**config.mk**
```make
export PLATFORM = sky130hd
export DESIGN_NAME = ex_mem_reg
export DESIGN_NICKNAME = d
export VERILOG_FILES = /design/src/rtl/ex_mem_reg.sv
export SDC_FILE = /design/constraint.sdc
export NUM_CORES = 1
export LEC_CHECK = 0
export ABC_CLOCK_PERIOD_IN_PS = 4100
export BUFFER_PORTS_ARGS = -buffer_cell sky130_fd_sc_hd__buf_4
export CAP_MARGIN = 30
export CORE_MARGIN = 1
export CORE_UTILIZATION = 30
export DETAILED_ROUTE_END_ITERATION = 16
export PLACE_DENSITY = 0.67
export SYNTH_ARGS = -nofsm -noshare
export SYNTH_HDL_FRONTEND = slang
export SYNTH_SLANG_ARGS = --single-unit
```
**constraint.sdc**
```tcl
create_clock -name clk -period 4.1 [get_ports clk]
set_input_delay 0.615 -clock clk [delete_from_list [all_inputs] [get_ports clk]]
set_output_delay 0.615 -clock clk [all_outputs]
set_load 0.05 [all_outputs]
```
**src/rtl/ex_mem_reg.sv**
```systemverilog
// EX/MEM pipeline register with an overflow-trap FSM and a saturating trap counter.
// Trap-eligible overflows squash the instruction and hold exc_req until exc_ack.
//
//   state | meaning
//   ------+------------------------------------------------------------
//   RUN   | normal pipelining; ex_* captured into mem_* when accepted
//   TRAP  | exception pending; input ignored, exc_req high until exc_ack
module ex_mem_reg #(
  parameter int EXC_CNT_W = 8
) (
  input  logic                 clk,
  input  logic                 rst,
  input  logic                 ex_valid,
  input  logic [31:0]          ex_pc,
  input  logic [31:0]          ex_alu_out,
  input  logic                 ex_zero,
  input  logic                 ex_great,
  input  logic                 ex_overflow,
  input  logic                 ex_trap_en,
  input  logic [31:0]          ex_store_data,
  input  logic [4:0]           ex_dst,
  input  logic                 ex_reg_write,
  input  logic                 ex_mem_read,
  input  logic                 ex_mem_write,
  input  logic                 stall,
  input  logic                 flush,
  input  logic                 exc_ack,
  output logic                 ex_ready,
  output logic                 mem_valid,
  output logic [31:0]          mem_pc,
  output logic [31:0]          mem_alu_out,
  output logic                 mem_zero,
  output logic                 mem_great,
  output logic [31:0]          mem_store_data,
  output logic [4:0]           mem_dst,
  output logic                 mem_reg_write,
  output logic                 mem_mem_read,
  output logic                 mem_mem_write,
  output logic                 exc_req,
  output logic [31:0]          exc_epc,
  output logic [EXC_CNT_W-1:0] trap_cnt
);

  typedef enum logic {RUN = 1'b0, TRAP = 1'b1} state_t;

  localparam logic [EXC_CNT_W-1:0] CNT_MAX = {EXC_CNT_W{1'b1}};

  state_t state_q, state_d;
  logic   accept;
  logic   trap_hit;

  assign accept   = ex_ready & ex_valid & ~flush;
  assign trap_hit = ex_trap_en & ex_overflow;

  always_ff @(posedge clk) begin
    if (rst) state_q <= RUN;
    else     state_q <= state_d;
  end

  always_comb begin
    state_d = state_q;
    unique case (state_q)
      RUN:  if (accept && trap_hit) state_d = TRAP;
      TRAP: if (exc_ack) state_d = RUN;
      default: state_d = RUN;
    endcase
  end

  always_comb begin
    ex_ready = (state_q == RUN) & ~stall;
    exc_req  = (state_q == TRAP);
  end

  // Control bits are cleared on every entry to TRAP, so TRAP only needs to hold.
  always_ff @(posedge clk) begin
    if (rst) begin
      mem_valid      <= 1'b0;
      mem_reg_write  <= 1'b0;
      mem_mem_read   <= 1'b0;
      mem_mem_write  <= 1'b0;
      mem_pc         <= 32'h0;
      mem_alu_out    <= 32'h0;
      mem_zero       <= 1'b0;
      mem_great      <= 1'b0;
      mem_store_data <= 32'h0;
      mem_dst        <= 5'd0;
      exc_epc        <= 32'h0;
      trap_cnt       <= '0;
    end else if (state_q == RUN) begin
      if (flush || (!stall && (!ex_valid || trap_hit))) begin
        mem_valid     <= 1'b0;
        mem_reg_write <= 1'b0;
        mem_mem_read  <= 1'b0;
        mem_mem_write <= 1'b0;
      end else if (!stall) begin
        mem_valid      <= 1'b1;
        mem_reg_write  <= ex_reg_write;
        mem_mem_read   <= ex_mem_read;
        mem_mem_write  <= ex_mem_write;
        mem_pc         <= ex_pc;
        mem_alu_out    <= ex_alu_out;
        mem_zero       <= ex_zero;
        mem_great      <= ex_great;
        mem_store_data <= ex_store_data;
        mem_dst        <= ex_dst;
      end
      if (accept && trap_hit) begin
        exc_epc <= ex_pc;
        if (trap_cnt != CNT_MAX) trap_cnt <= trap_cnt + EXC_CNT_W'(1);
      end
    end
  end

endmodule

```
==> flow_metrics.py <==
metrics = {
    "power": {
        "p_total_mw": 3.53,
        "comb_power_share_pct": 10.5,
        "cellInternalPower_mw": 2.67,
        "max-vdd-ir-drop_mv": 0.285,
        "power.switching_fraction_pct": 24.5,
        "power.net_switching_mw": 0.865,
        "power_per_cell_area_nw_per_um2": 444,
        "static-leakage-power_nw": 3.33,
        "power_frac_clock_pct": 47.3,
        "share_seq_of_total_power_pct": 42.2,
    },
    "critical_path": {
        "critical-path-max-stage-delay_ps": 630,
        "timing.critical_path.to_type": "flip-flop",
        "crit_chain": "or4b_1 -> nor2_2 -> buf_4 -> and4_1 -> nor3_1",
        "path_max_fanout": 25,
        "crit_cells": 5,
        "start_kind": "flip-flop",
        "timing.critical_path.to": "trap_cnt[6]$_SDFFE_PP0P_",
        "critical-path-top-delay-family": "simple AND/OR/NAND/NOR gates",
        "r2r-start": "exc_req$_SDFF_PP0_",
        "crit_path_top_delay_cell": "sky130_fd_sc_hd__or4b_1",
        "cp-startpoint": "exc_req$_SDFF_PP0_",
        "worst_ep_required_time_ps": 4390,
        "timing.reg2reg.setup_slack_ps": 1880,
        "critical_path.reg2reg.endpoint": "trap_cnt[6]$_SDFFE_PP0P_",
        "worstSetupPathType": "reg2reg",
        "cp_num_buf_inv": 1,
        "r2r_cells": 5,
        "cp.arrival_ps": 2510,
    },
    "route": {
        "iter_0_drt_violations": 223,
        "dr.pass1.iters": 5,
        "drt_wl_total_um": 15500,
        "ant_nets": 0,
        "route.detailed.drc": 0,
        "detail_route.vias_per_cell": 4.49,
        "route.vias.total": 5075,
        "routedWlPerCell_um": 13.8,
    },
    "timing": {
        "fin_tns_setup_ps": 0,
        "tightestPinTransition_ps": 773,
        "timing.slew.headroom_pct": 48.5,
        "period_needed_ps": 2220,
        "clock.fmax_mhz": 451,
        "timing.final.max_slew_violations": 0,
        "hold_viol_final": 0,
        "ratio_of_final_minimum_period_to_clock_period_pct": 54.1,
        "final.setup_skew_ps": 7.61,
        "rsz0062_at_grt": "false",
        "final_setup_violations": 0,
    },
    "clock_network": {
        "clkSlewWorstSetupHoldPaths_ps": 60,
        "post-cts-setup-buffer-count": 0,
        "clk_path_buf_depth": 2,
        "numCtsBuffers": 17,
        "cts.repair.resized": 0,
        "clock_latency_ps": 420,
        "cts_max_level": 4,
        "clock_root_cell": "sky130_fd_sc_hd__clkbuf_16",
        "cts_tree": "yes",
        "cts_hold_repair.buffers": 0,
        "numClockSinks": 148,
    },
    "global_routing": {
        "globalRouteTotalUtil_pct": 17.3,
        "antenna_found_initial": 0,
        "globalRouteOverflowTotal": 0,
        "first_pass_grt_wire_length_um": 24400,
        "grt_pass1_vias": 4754,
        "grt_start_max_net_pins": 81,
    },
    "yosys": {
        "postSynthNetCount": 770,
        "synth.avg_cell_area_um2": 7.95,
        "netlist-cell-type-count": 33,
        "synthesis.area_um2": 5210,
        "sequential_to_total_area_share_from_yosys_stat_pct": 56.9,
        "yosysWarningCount": 0,
        "ys_ff_latch": 148,
        "syn-instance-count": 655,
    },
    "floorplanning": {
        "die_width_um": 134,
        "die_height_um": 134,
        "die_area_um2": 17900,
        "rows": 47,
        "floorplan.initialDensity_pct": 31.1,
        "core_region_area_um2": 16800,
        "floorplan.io_pins": 263,
    },
    "final_layout": {
        "antennaDiodeCount": 0,
        "layout_commonest_cell": "sky130_fd_sc_hd__nand2_1",
        "post_route_cells_drive_above_1_share_pct": 33.3,
        "areaGrowthSynthToFinish_pct": 52.8,
        "num-nets-final": 1012,
        "stdcell_count": 1130,
        "layout.cells.most_common_list": "sky130_fd_sc_hd__nand2_1, sky130_fd_sc_hd__buf_4, sky130_fd_sc_hd__dfxtp_1",
    },
    "place": {
        "place.port_buffers": 262,
        "numPlacedInstances": 1098,
        "dp.final_hpwl_um": 10500,
        "gp_routability_congestion": 0.742,
    },
    "flow_run": {
        "drv.max_cap_violation_count": 0,
    },
    "worst_hold_path": {
        "holdCritPathClass": "in2reg",
    },
    "status": {
        "outcome": "finished clean",
    },
}
==> logic make-up after synthesis <==
group           share of synthesized area, %
compound gates                          14.9
xor+xnor                               0.168
fa+ha+maj                              0.240
buf+inv                                 4.16
flops                                   56.9
mux                                    0.577
simple gates                            23.1
==> worst min path at each step <==
stage | to | from | depth (start not counted)
6_report | mem_alu_out[2]$_SDFFE_PP0P_ | ex_alu_out[2] | 3
3_5_place_dp | exc_epc[26]$_SDFFE_PP0P_ | exc_epc[26]$_SDFFE_PP0P_ | 2
5_1_grt | mem_store_data[9]$_SDFFE_PP0P_ | ex_store_data[9] | 3
4_1_cts | mem_store_data[4]$_SDFFE_PP0P_ | ex_store_data[4] | 3
2_1_floorplan | mem_alu_out[26]$_SDFFE_PP0P_ | mem_alu_out[26]$_SDFFE_PP0P_ | 2
3_3_place_gp | mem_store_data[29]$_SDFFE_PP0P_ | mem_store_data[29]$_SDFFE_PP0P_ | 2
==> Yosys cell counts <==
| library cell | n | area, µm² |
|---|---|---|
| sky130_fd_sc_hd__a21o_1 | 1 | 7.51 |
| sky130_fd_sc_hd__a21oi_1 | 140 | 701 |
| sky130_fd_sc_hd__a22oi_1 | 3 | 22.5 |
| sky130_fd_sc_hd__a31oi_1 | 1 | 6.26 |
| sky130_fd_sc_hd__and2_1 | 1 | 6.26 |
| sky130_fd_sc_hd__and4_1 | 1 | 8.76 |
| sky130_fd_sc_hd__buf_2 | 11 | 55.1 |
| sky130_fd_sc_hd__buf_4 | 1 | 7.51 |
| sky130_fd_sc_hd__buf_6 | 3 | 33.8 |
| sky130_fd_sc_hd__clkbuf_1 | 30 | 113 |
| sky130_fd_sc_hd__dfxtp_1 | 148 | 2960 |
| sky130_fd_sc_hd__ha_1 | 1 | 12.5 |
| sky130_fd_sc_hd__inv_1 | 2 | 7.51 |
| sky130_fd_sc_hd__mux2i_1 | 3 | 30.0 |
| sky130_fd_sc_hd__nand2_1 | 276 | 1040 |
| sky130_fd_sc_hd__nand2b_1 | 1 | 6.26 |
| sky130_fd_sc_hd__nand3_1 | 3 | 15.0 |
| sky130_fd_sc_hd__nand4_1 | 1 | 6.26 |
| sky130_fd_sc_hd__nor2_1 | 10 | 37.5 |
| sky130_fd_sc_hd__nor2_2 | 1 | 6.26 |
| sky130_fd_sc_hd__nor2_4 | 1 | 11.3 |
| sky130_fd_sc_hd__nor2b_1 | 1 | 6.26 |
| sky130_fd_sc_hd__nor3_1 | 2 | 10.0 |
| sky130_fd_sc_hd__nor4_1 | 1 | 6.26 |
| sky130_fd_sc_hd__nor4b_2 | 1 | 15.0 |
| sky130_fd_sc_hd__o211ai_1 | 1 | 7.51 |
| sky130_fd_sc_hd__o21ai_0 | 3 | 15.0 |
| sky130_fd_sc_hd__o21bai_1 | 1 | 7.51 |
| sky130_fd_sc_hd__o31ai_1 | 1 | 7.51 |
| sky130_fd_sc_hd__or3_1 | 2 | 12.5 |
| sky130_fd_sc_hd__or4_1 | 1 | 7.51 |
| sky130_fd_sc_hd__or4b_1 | 1 | 10.0 |
| sky130_fd_sc_hd__xor2_1 | 1 | 8.76 |
==> stage by stage <==
step,cell area [µm²],worst slack [ps],hold slack [ps],util [%]
2_1_floorplan,5210,2140,675,-
5_1_grt,7960,1680,424,47.5
3_3_place_gp,7300,1440,441,43.5
3_5_place_dp,7320,1460,447,43.7
4_1_cts,7960,1830,423,47.5
6_report,7960,1880,443,47.5
==> cell type report <==
cell class	instances	area, µm²
fillers	1664	8800
flip-flops and latches	148	2960
repair buffers	268	2040
multi-input cells	460	2030
clock buffers	20	457
well taps	220	275
clock inverters	12	176
inverters	2	7.51
==> power by group through the flow <==
stage / Sequential (mW) / Clock, mW / Combinational, mW
after floorplan: 1.64 / 0 / 0.0884
after global placement: 1.52 / 0 / 0.371
after global routing: 1.49 / 1.77 / 0.396
after detailed placement: 1.52 / 0 / 0.375
after CTS: 1.49 / 1.71 / 0.375
final: 1.49 / 1.67 / 0.372
==> worst min-delay path: stages <==
cell                      delay [ps]
sky130_fd_sc_hd__buf_4           110
sky130_fd_sc_hd__nand2_1          40
sky130_fd_sc_hd__a21oi_1          50
==> sequential cells by signal, summed over array words and instances (netlist names), 5 cells and up <==
register,flops
mem_pc,32
mem_alu_out,32
mem_dst,5
trap_cnt,8
mem_store_data,32
exc_epc,32
==> layer usage <==
metal | global-route usage, % | routed length (µm) | share of wire, %
met1 | 21.1 | 6690 | 43
met2 | 28.4 | 7490 | 48
met3 | 5.40 | 1130 | 7.3
met4 | 6.50 | 233 | 1.5
met5 | 0 | 0 | 0
No activity file was read; power rests on OpenSTA's default activity.
